[src/rtl/ram4k_fill_check.sv]
// ============================================================================
// ram4k_fill_check : fills a RAM address range with an arithmetic pattern,
//                    reads it back and reports pass / error count / first bad address
// Revision 1.0
// ============================================================================
`default_nettype none

module ram4k_fill_check #(
    parameter int ADDR_W = 12,
    parameter int DATA_W = 16
) (
    input  logic              clk,
    input  logic              reset,
    input  logic              start,
    input  logic [ADDR_W-1:0] base,
    input  logic [ADDR_W:0]   count,
    input  logic [DATA_W-1:0] seed,
    input  logic [DATA_W-1:0] step,
    output logic [DATA_W-1:0] ram_in,
    output logic [ADDR_W-1:0] ram_addr,
    output logic              ram_load,
    input  logic [DATA_W-1:0] ram_out,
    output logic              busy,
    output logic              done,
    output logic              pass,
    output logic [ADDR_W:0]   err_count,
    output logic [ADDR_W-1:0] first_err_addr
);

    typedef enum logic [1:0] {
        S_IDLE  = 2'd0,
        S_WRITE = 2'd1,
        S_READ  = 2'd2,
        S_DONE  = 2'd3
    } state_t;

    localparam logic [ADDR_W:0] C_ERR_MAX = {1'b1, {ADDR_W{1'b0}}};

    state_t            state_q,  state_d;
    logic [ADDR_W-1:0] base_q,   base_d;
    logic [ADDR_W:0]   cnt_q,    cnt_d;
    logic [DATA_W-1:0] seed_q,   seed_d;
    logic [DATA_W-1:0] step_q,   step_d;
    logic [ADDR_W:0]   idx_q,    idx_d;
    logic [DATA_W-1:0] dat_q,    dat_d;
    logic [ADDR_W-1:0] addr_q,   addr_d;
    logic [DATA_W-1:0] wdata_q,  wdata_d;
    logic              load_q,   load_d;
    logic              busy_q,   busy_d;
    logic              done_q,   done_d;
    logic              pass_q,   pass_d;
    logic [ADDR_W:0]   errs_q,   errs_d;
    logic [ADDR_W-1:0] ferr_q,   ferr_d;

    logic              w_last;
    logic [DATA_W-1:0] w_dat_next;

    assign w_last     = (idx_q == (cnt_q - 1'b1));
    assign w_dat_next = dat_q + step_q;

    always_comb begin
        state_d = state_q;
        base_d  = base_q;
        cnt_d   = cnt_q;
        seed_d  = seed_q;
        step_d  = step_q;
        idx_d   = idx_q;
        dat_d   = dat_q;
        addr_d  = addr_q;
        wdata_d = wdata_q;
        load_d  = load_q;
        busy_d  = busy_q;
        done_d  = 1'b0;
        pass_d  = pass_q;
        errs_d  = errs_q;
        ferr_d  = ferr_q;

        case (state_q)
            S_IDLE: begin
                if (start) begin
                    base_d = base;
                    cnt_d  = count;
                    seed_d = seed;
                    step_d = step;
                    errs_d = '0;
                    ferr_d = '0;
                    pass_d = 1'b1;
                    idx_d  = '0;
                    dat_d  = seed;
                    addr_d = base;
                    if (count != '0) begin
                        state_d = S_WRITE;
                        load_d  = 1'b1;
                        wdata_d = seed;
                        busy_d  = 1'b1;
                    end else begin
                        state_d = S_DONE;
                        done_d  = 1'b1;
                    end
                end
            end

            S_WRITE: begin
                if (w_last) begin
                    // Rewind to the start of the range; write data stays on the bus.
                    state_d = S_READ;
                    load_d  = 1'b0;
                    idx_d   = '0;
                    dat_d   = seed_q;
                    addr_d  = base_q;
                end else begin
                    idx_d   = idx_q + 1'b1;
                    dat_d   = w_dat_next;
                    wdata_d = w_dat_next;
                    addr_d  = addr_q + 1'b1;
                end
            end

            S_READ: begin
                if (ram_out != dat_q) begin
                    pass_d = 1'b0;
                    if (errs_q != C_ERR_MAX) begin
                        errs_d = errs_q + 1'b1;
                    end
                    if (pass_q) begin
                        ferr_d = addr_q;
                    end
                end
                if (w_last) begin
                    state_d = S_DONE;
                    busy_d  = 1'b0;
                    done_d  = 1'b1;
                end else begin
                    idx_d  = idx_q + 1'b1;
                    dat_d  = w_dat_next;
                    addr_d = addr_q + 1'b1;
                end
            end

            default: begin
                state_d = S_IDLE;
            end
        endcase
    end

    always_ff @(posedge clk or posedge reset) begin
        if (reset) begin
            state_q <= S_IDLE;
            base_q  <= '0;
            cnt_q   <= '0;
            seed_q  <= '0;
            step_q  <= '0;
            idx_q   <= '0;
            dat_q   <= '0;
            addr_q  <= '0;
            wdata_q <= '0;
            load_q  <= 1'b0;
            busy_q  <= 1'b0;
            done_q  <= 1'b0;
            pass_q  <= 1'b0;
            errs_q  <= '0;
            ferr_q  <= '0;
        end else begin
            state_q <= state_d;
            base_q  <= base_d;
            cnt_q   <= cnt_d;
            seed_q  <= seed_d;
            step_q  <= step_d;
            idx_q   <= idx_d;
            dat_q   <= dat_d;
            addr_q  <= addr_d;
            wdata_q <= wdata_d;
            load_q  <= load_d;
            busy_q  <= busy_d;
            done_q  <= done_d;
            pass_q  <= pass_d;
            errs_q  <= errs_d;
            ferr_q  <= ferr_d;
        end
    end

    assign ram_in         = wdata_q;
    assign ram_addr       = addr_q;
    assign ram_load       = load_q;
    assign busy           = busy_q;
    assign done           = done_q;
    assign pass           = pass_q;
    assign err_count      = errs_q;
    assign first_err_addr = ferr_q;

endmodule

`default_nettype wire
[config.mk]
export PLATFORM = sky130hd
export DESIGN_NAME = ram4k_fill_check
export DESIGN_NICKNAME = d
export VERILOG_FILES = /design/src/rtl/ram4k_fill_check.sv
export SDC_FILE = /design/constraint.sdc
export NUM_CORES = 1
export LEC_CHECK = 0
export CORE_ASPECT_RATIO = 1.25
export CORE_MARGIN = 3
export CORE_UTILIZATION = 55
export CTS_CLUSTER_SIZE = 10
export DETAILED_ROUTE_END_ITERATION = 16
export GPL_TIMING_DRIVEN = 1
export PLACE_DENSITY = 0.8
export SLEW_MARGIN = 20
export SYNTH_ARGS = -nofsm -noshare
export SYNTH_HDL_FRONTEND = slang
export SYNTH_SLANG_ARGS = --single-unit
[constraint.sdc]
create_clock -name clk -period 5.4 [get_ports clk]
set_input_delay 1.08 -clock clk [delete_from_list [all_inputs] [get_ports clk]]
set_output_delay 1.08 -clock clk [all_outputs]
set_load 0.02 [all_outputs]
Word-level counts from Yosys, hierarchy flattened:

Index checks and enable logic that the tools add are counted.

* eq/ne operators: 14
* reduce and logical (&&, ||, !) cells: 14
* mux-type cells: 39
* add/sub/neg operators: 5

Operator list (number)
* $mux W16: 5
* $mux W12: 6
* $mux W13: 5
* $pmux W16 S3: 1
* $pmux W13 S3: 1
* $pmux W12 S3: 1
* $pmux W16 S2: 1
* $add A13 B1 Y13 const B: 2
* $pmux W13 S2: 1
* $pmux W12 S2: 1
* $reduce_and A4 Y1: 5
* $ne A2 B2 Y1 const B: 9
* $add A16 B16 Y16: 1
* $ne A16 B16 Y1: 1
* $eq A13 B13 Y1: 1
* $ne A13 B13 Y1 const B: 1
* $reduce_bool A13 Y1: 1
* $sub A13 B1 Y13 const B: 1
* $add A12 B1 Y12 const B: 1
* $reduce_and A3 Y1: 3
* $mux W1: 8
* $mux W2: 4
* $pmux W1 S2: 4
* $pmux W2 S3: 1
* other kinds (6): 7

* output and inout bits: 57
* logic and storage cells: 87
* flip-flop bits (word level): 145

Depth between registers and ports, before layout:

* depth after elaboration: 4
* gate-level depth with buffers: 11

Worst setup path after synthesis:

No wires, ideal clock.

* kind: register to register
* start: register cnt_q[0]
* end: register dat_q[8]
* library setup time: 0.126 ns
* arrival: 2.700 ns
* setup slack: 2.574 ns
* period minus slack after synthesis: 2.826 ns
* data required time: 5.274 ns
* stages on the path, launching flop included: 12
* cell sequence: dfrtp_1 inv_1 ha_1 or3b_2 nor4_2 nand2_1 a2111o_1 o41a_1 buf_2 buf_6 mux2i_1 o21ai_1

* longest elaborated chain between the ends: 4

Ends and longest elaborated chain
* from (decl): line 41 `logic [ADDR_W:0] cnt_q, cnt_d;`
* from (signal assigned): line 166 `cnt_q <= cnt_d;`
* $sub A13 B1 Y13 (*): line 58 `assign w_last = (idx_q == (cnt_q - 1'b1));`
* $eq A13 B13 Y1 (*): line 58
* $mux W16 or $ne A2 B2 Y1 (tied branches)
* $pmux W16 S3 or $reduce_and A3 Y1 (tied branches)
* to (signal assigned): line 170 `dat_q <= dat_d;`
* to (decl): line 45 `logic [DATA_W-1:0] dat_q, dat_d;`

Every way passes the cells marked *; elsewhere a longest branch is shown, timed or not.
A chain may end at the register's enable or synchronous reset.

Worst setup path in the final report:

* start: register cnt_q[0]
* end: register dat_q[9]

Same word-level chain as after synthesis.

==> out/metrics.yaml <==
critical_path:
  max_stage_delay_ns: 0.92
  required_ns: 5.74
  end_kind: "flip-flop"
  critical_path.startpoint_type: "flip-flop"
  cp_top_family: "compound AO/OA/AOI/OAI gates"
  rr_startpoint: "cnt_q[0]"
  cp_data_arrival_time_ns: 3.96
  critPathKind: "reg2reg"
  crit_fanout: 21
  critPathSlowestCell: "o41ai_4"
  crit_start: "cnt_q[0]"
  crit_buf_inv: 2
  path_cells: "inv_1, ha_1, nor3b_1, and3_1, o21ai_0, a2111o_1, o41ai_4, buf_4, nand2_1, o211ai_1"
power_and_ir_drop:
  intPower_uw: 1790
  power_frac_seq_pct: 47.3
  p_clk_share_pct: 48.3
  power_leakage_uw: 0.00481
  finalPower_uw: 2300
  p_per_area_nw_per_um2: 219
  sw_frac_of_total_pct: 22.0
  irDropWorstVdd_uv: 162
  p_sw_uw: 505
  combPwrFrac_pct: 4.4
timing:
  hold_viol_final: 0
  rsz0062_at_grt: "false"
  period_minus_slack_ns: 3.62
  finalSetupViolations: 0
  drv_slew: 0
  min_period_over_period_pct: 67.0
  timing.slew.headroom_pct: 26.6
  fin_tns_setup_ns: 0
  fin_worst_skew_ns: 0.00672
  worstMarginPinSlew_ns: 1.10
  max_freq_ghz: 0.276
clocking:
  cts_resized: 0
  cts_tree: "yes"
  root_buffer: "clkbuf_16"
  clk_latency_ns: 0.44
  cts_buffer_depth: 2
  h-tree-depth: 4
  clkSlewWorstSetupHoldPaths_ns: 0.06
  clock-sinks: 145
  cts_buffers: 17
  ctsHoldBuffers: 0
  cts_setup_buffers: 0
route:
  antenna_left: 0
  avgViaCountPerCell: 6.39
  drt_iter0_markers: 556
  wirelength_microns: 22900
  wl_per_cell_microns: 19.7
  drc: 0
  via_count: 7407
  first_pass_iters: 5
yosys:
  syn_inst: 847
  ys_warn_count: 0
  synth_area_leader_cell: "dfrtp_1"
  synth-edff-count: 0
  avgSynthCellArea_sq_um: 9.98
  ys_async_sr_fraction_pct: 100
  yosysSeqAreaShare_pct: 42.9
  synth_area_sq_um: 8450
  yosysTopAreaCellShare_pct: 42.9
  ys_types: 67
  ys.flop_type: "dfrtp_1"
  synth_nets: 948
  ys_ff_latch: 145
  synth.top_cells.by_area: "dfrtp_1, mux2_2, xnor2_1"
floorplan:
  dieWidth_microns: 117
  num_rows: 50
  start_util_pct: 56.3
  die-area_sq_um: 16900
  fp.dieH_microns: 145
  core_area_sq_um: 15000
  io_pins: 133
global_routing:
  grt_overflow: 0
  track_usage_pct: 27.9
  grt_pass1_vias: 7176
  grt_max_degree: 75
  antenna_found_initial: 0
  grt_pass1_wl_microns: 36900
layout:
  final_cell_mix: "dfrtp_1, clkdlybuf4s50_1, mux2_2"
  n_antenna_cell: 0
  post-route-util_pct: 69.8
  area_growth_syn_to_layout_pct: 24.0
  drive_gt1_share_pct: 12.9
  n_fill_cell: 1190
  nets: 1066
  mostFrequentLayoutCell: "dfrtp_1"
hold_path:
  hold_start: "idx_q[9]"
  hold_path_class: "reg2reg"
placed_design:
  dp_hpwl_microns: 16000
  portBuffers: 132
  place.gp.congestion: 0.910
run_status:
  outcome: "finished, final reports clean"
run:
  cap_violations: 0
## power by group through the flow
stage	registers [uW]	logic, uW	clock network (uW)
3_5_place_dp	1110	101	0
6_report	1090	100	1110
3_3_place_gp	1110	101	0
2_1_floorplan	1110	23.5	0
5_1_grt	1090	109	1170
4_1_cts	1090	101	1120
## metal layers
layer / vias up / share of wire [%] / global-route usage, %
li1: 3396 / - / -
met1: 3648 / 41 / 35.4
met2: 303 / 51 / 47.4
met3: 60 / 5.5 / 5.53
met4: 0 / 2.8 / 10.1
met5: - / 0 / 0
## registers in the layout, summed over array words and instances, names as in the netlist, 2 cells and up
name / cells
base_q: 12
cnt_q: 13
dat_q: 16
err_count: 13
first_err_addr: 12
idx_q: 13
ram_addr: 12
ram_in: 16
seed_q: 16
state_q: 2
step_q: 16
## area by class of cell
type | instances | area (sq um) | area share (%)
Multi-Input combinational cell | 637 | 4580 | 43.7
Sequential cell | 145 | 3630 | 34.6
Timing Repair Buffer | 145 | 1420 | 13.5
Clock buffer | 21 | 460 | 4.39
Tap cell | 182 | 228 | 2.17
Clock inverter | 11 | 88.8 | 0.847
Inverter | 19 | 76.3 | 0.728
## path summary, 6_finish.rpt
| path | slack (ns) | cells after the start | end |
|---|---|---|---|
| max reg2reg | 1.78 | 10 | dat_q[9] |
| min | 0.49 | 1 | idx_q[9] |
| min reg2reg | 0.49 | 1 | idx_q[9] |
| max | 1.78 | 10 | dat_q[9] |
| max in group asynchronous | 3.28 | 3 | step_q[13] |
| min in group asynchronous | 1.14 | 2 | first_err_addr[9] |
## worst reg2reg max path: cells and delay by family (launching register included)
| kind | cells | cell delay (ns) |
|---|---|---|
| AOI/OAI and AO/OA | 4 | 1.69 |
| and+or+nand+nor | 3 | 0.80 |
| DFF | 1 | 0.43 |
| buffers and inverters | 2 | 0.43 |
| adders and majority gates | 1 | 0.19 |
## kinds of logic (layout without fill, tap and decap cells)
logic type	Yosys count	after routing	synth area share [%]
muxes	87	87	11.2
buffers and inverters	65	196	3.20
xor gates and xnor gates	54	54	5.60
DFF	145	145	42.9
adders and majority gates	25	25	3.79
AOI/OAI and AO/OA	217	217	18.0
and+or+nand+nor	254	254	15.3
## synthesized netlist by cell type, drive strengths merged (3+ instances only)
| master | count |
|---|---|
| o31ai | 4 |
| a221oi | 3 |
| mux2 | 62 |
| nand4b | 3 |
| a22o | 13 |
| a311oi | 3 |
| nand2b | 3 |
| a21o | 7 |
| o21bai | 6 |
| ha | 24 |
| or2 | 3 |
| or3 | 4 |
| inv | 18 |
| mux2i | 25 |
| xnor2 | 36 |
| a22oi | 5 |
| and3 | 13 |
| xor2 | 18 |
| nor4 | 14 |
| or3b | 4 |
| nor3 | 15 |
| a211oi | 4 |
| a41oi | 7 |
| a31oi | 21 |
| nand4 | 16 |
| o21ai | 38 |
| nand3 | 45 |
| dfrtp | 145 |
| nor2b | 11 |
| nor2 | 54 |
| o21a | 4 |
| buf | 16 |
| clkbuf | 30 |
| a2bb2oi | 15 |
| o211ai | 35 |
| nand2 | 57 |
| and2 | 5 |
| a21oi | 34 |
## stage by stage
stage | worst slack [ns] | hold WS (ns) | instances | instance area (sq um)
3_5_place_dp | 1.80 | 0.486 | 1128 | 9930
3_3_place_gp | 1.90 | 0.476 | 1128 | 9930
2_1_floorplan | 0.425 | 0.452 | 847 | 8450
6_report | 1.78 | 0.495 | 1160 | 10500
4_1_cts | 1.80 | 0.494 | 1160 | 10500
5_1_grt | 1.51 | 0.514 | 1160 | 10500
Note: power is estimated with default switching activity, not from simulation.
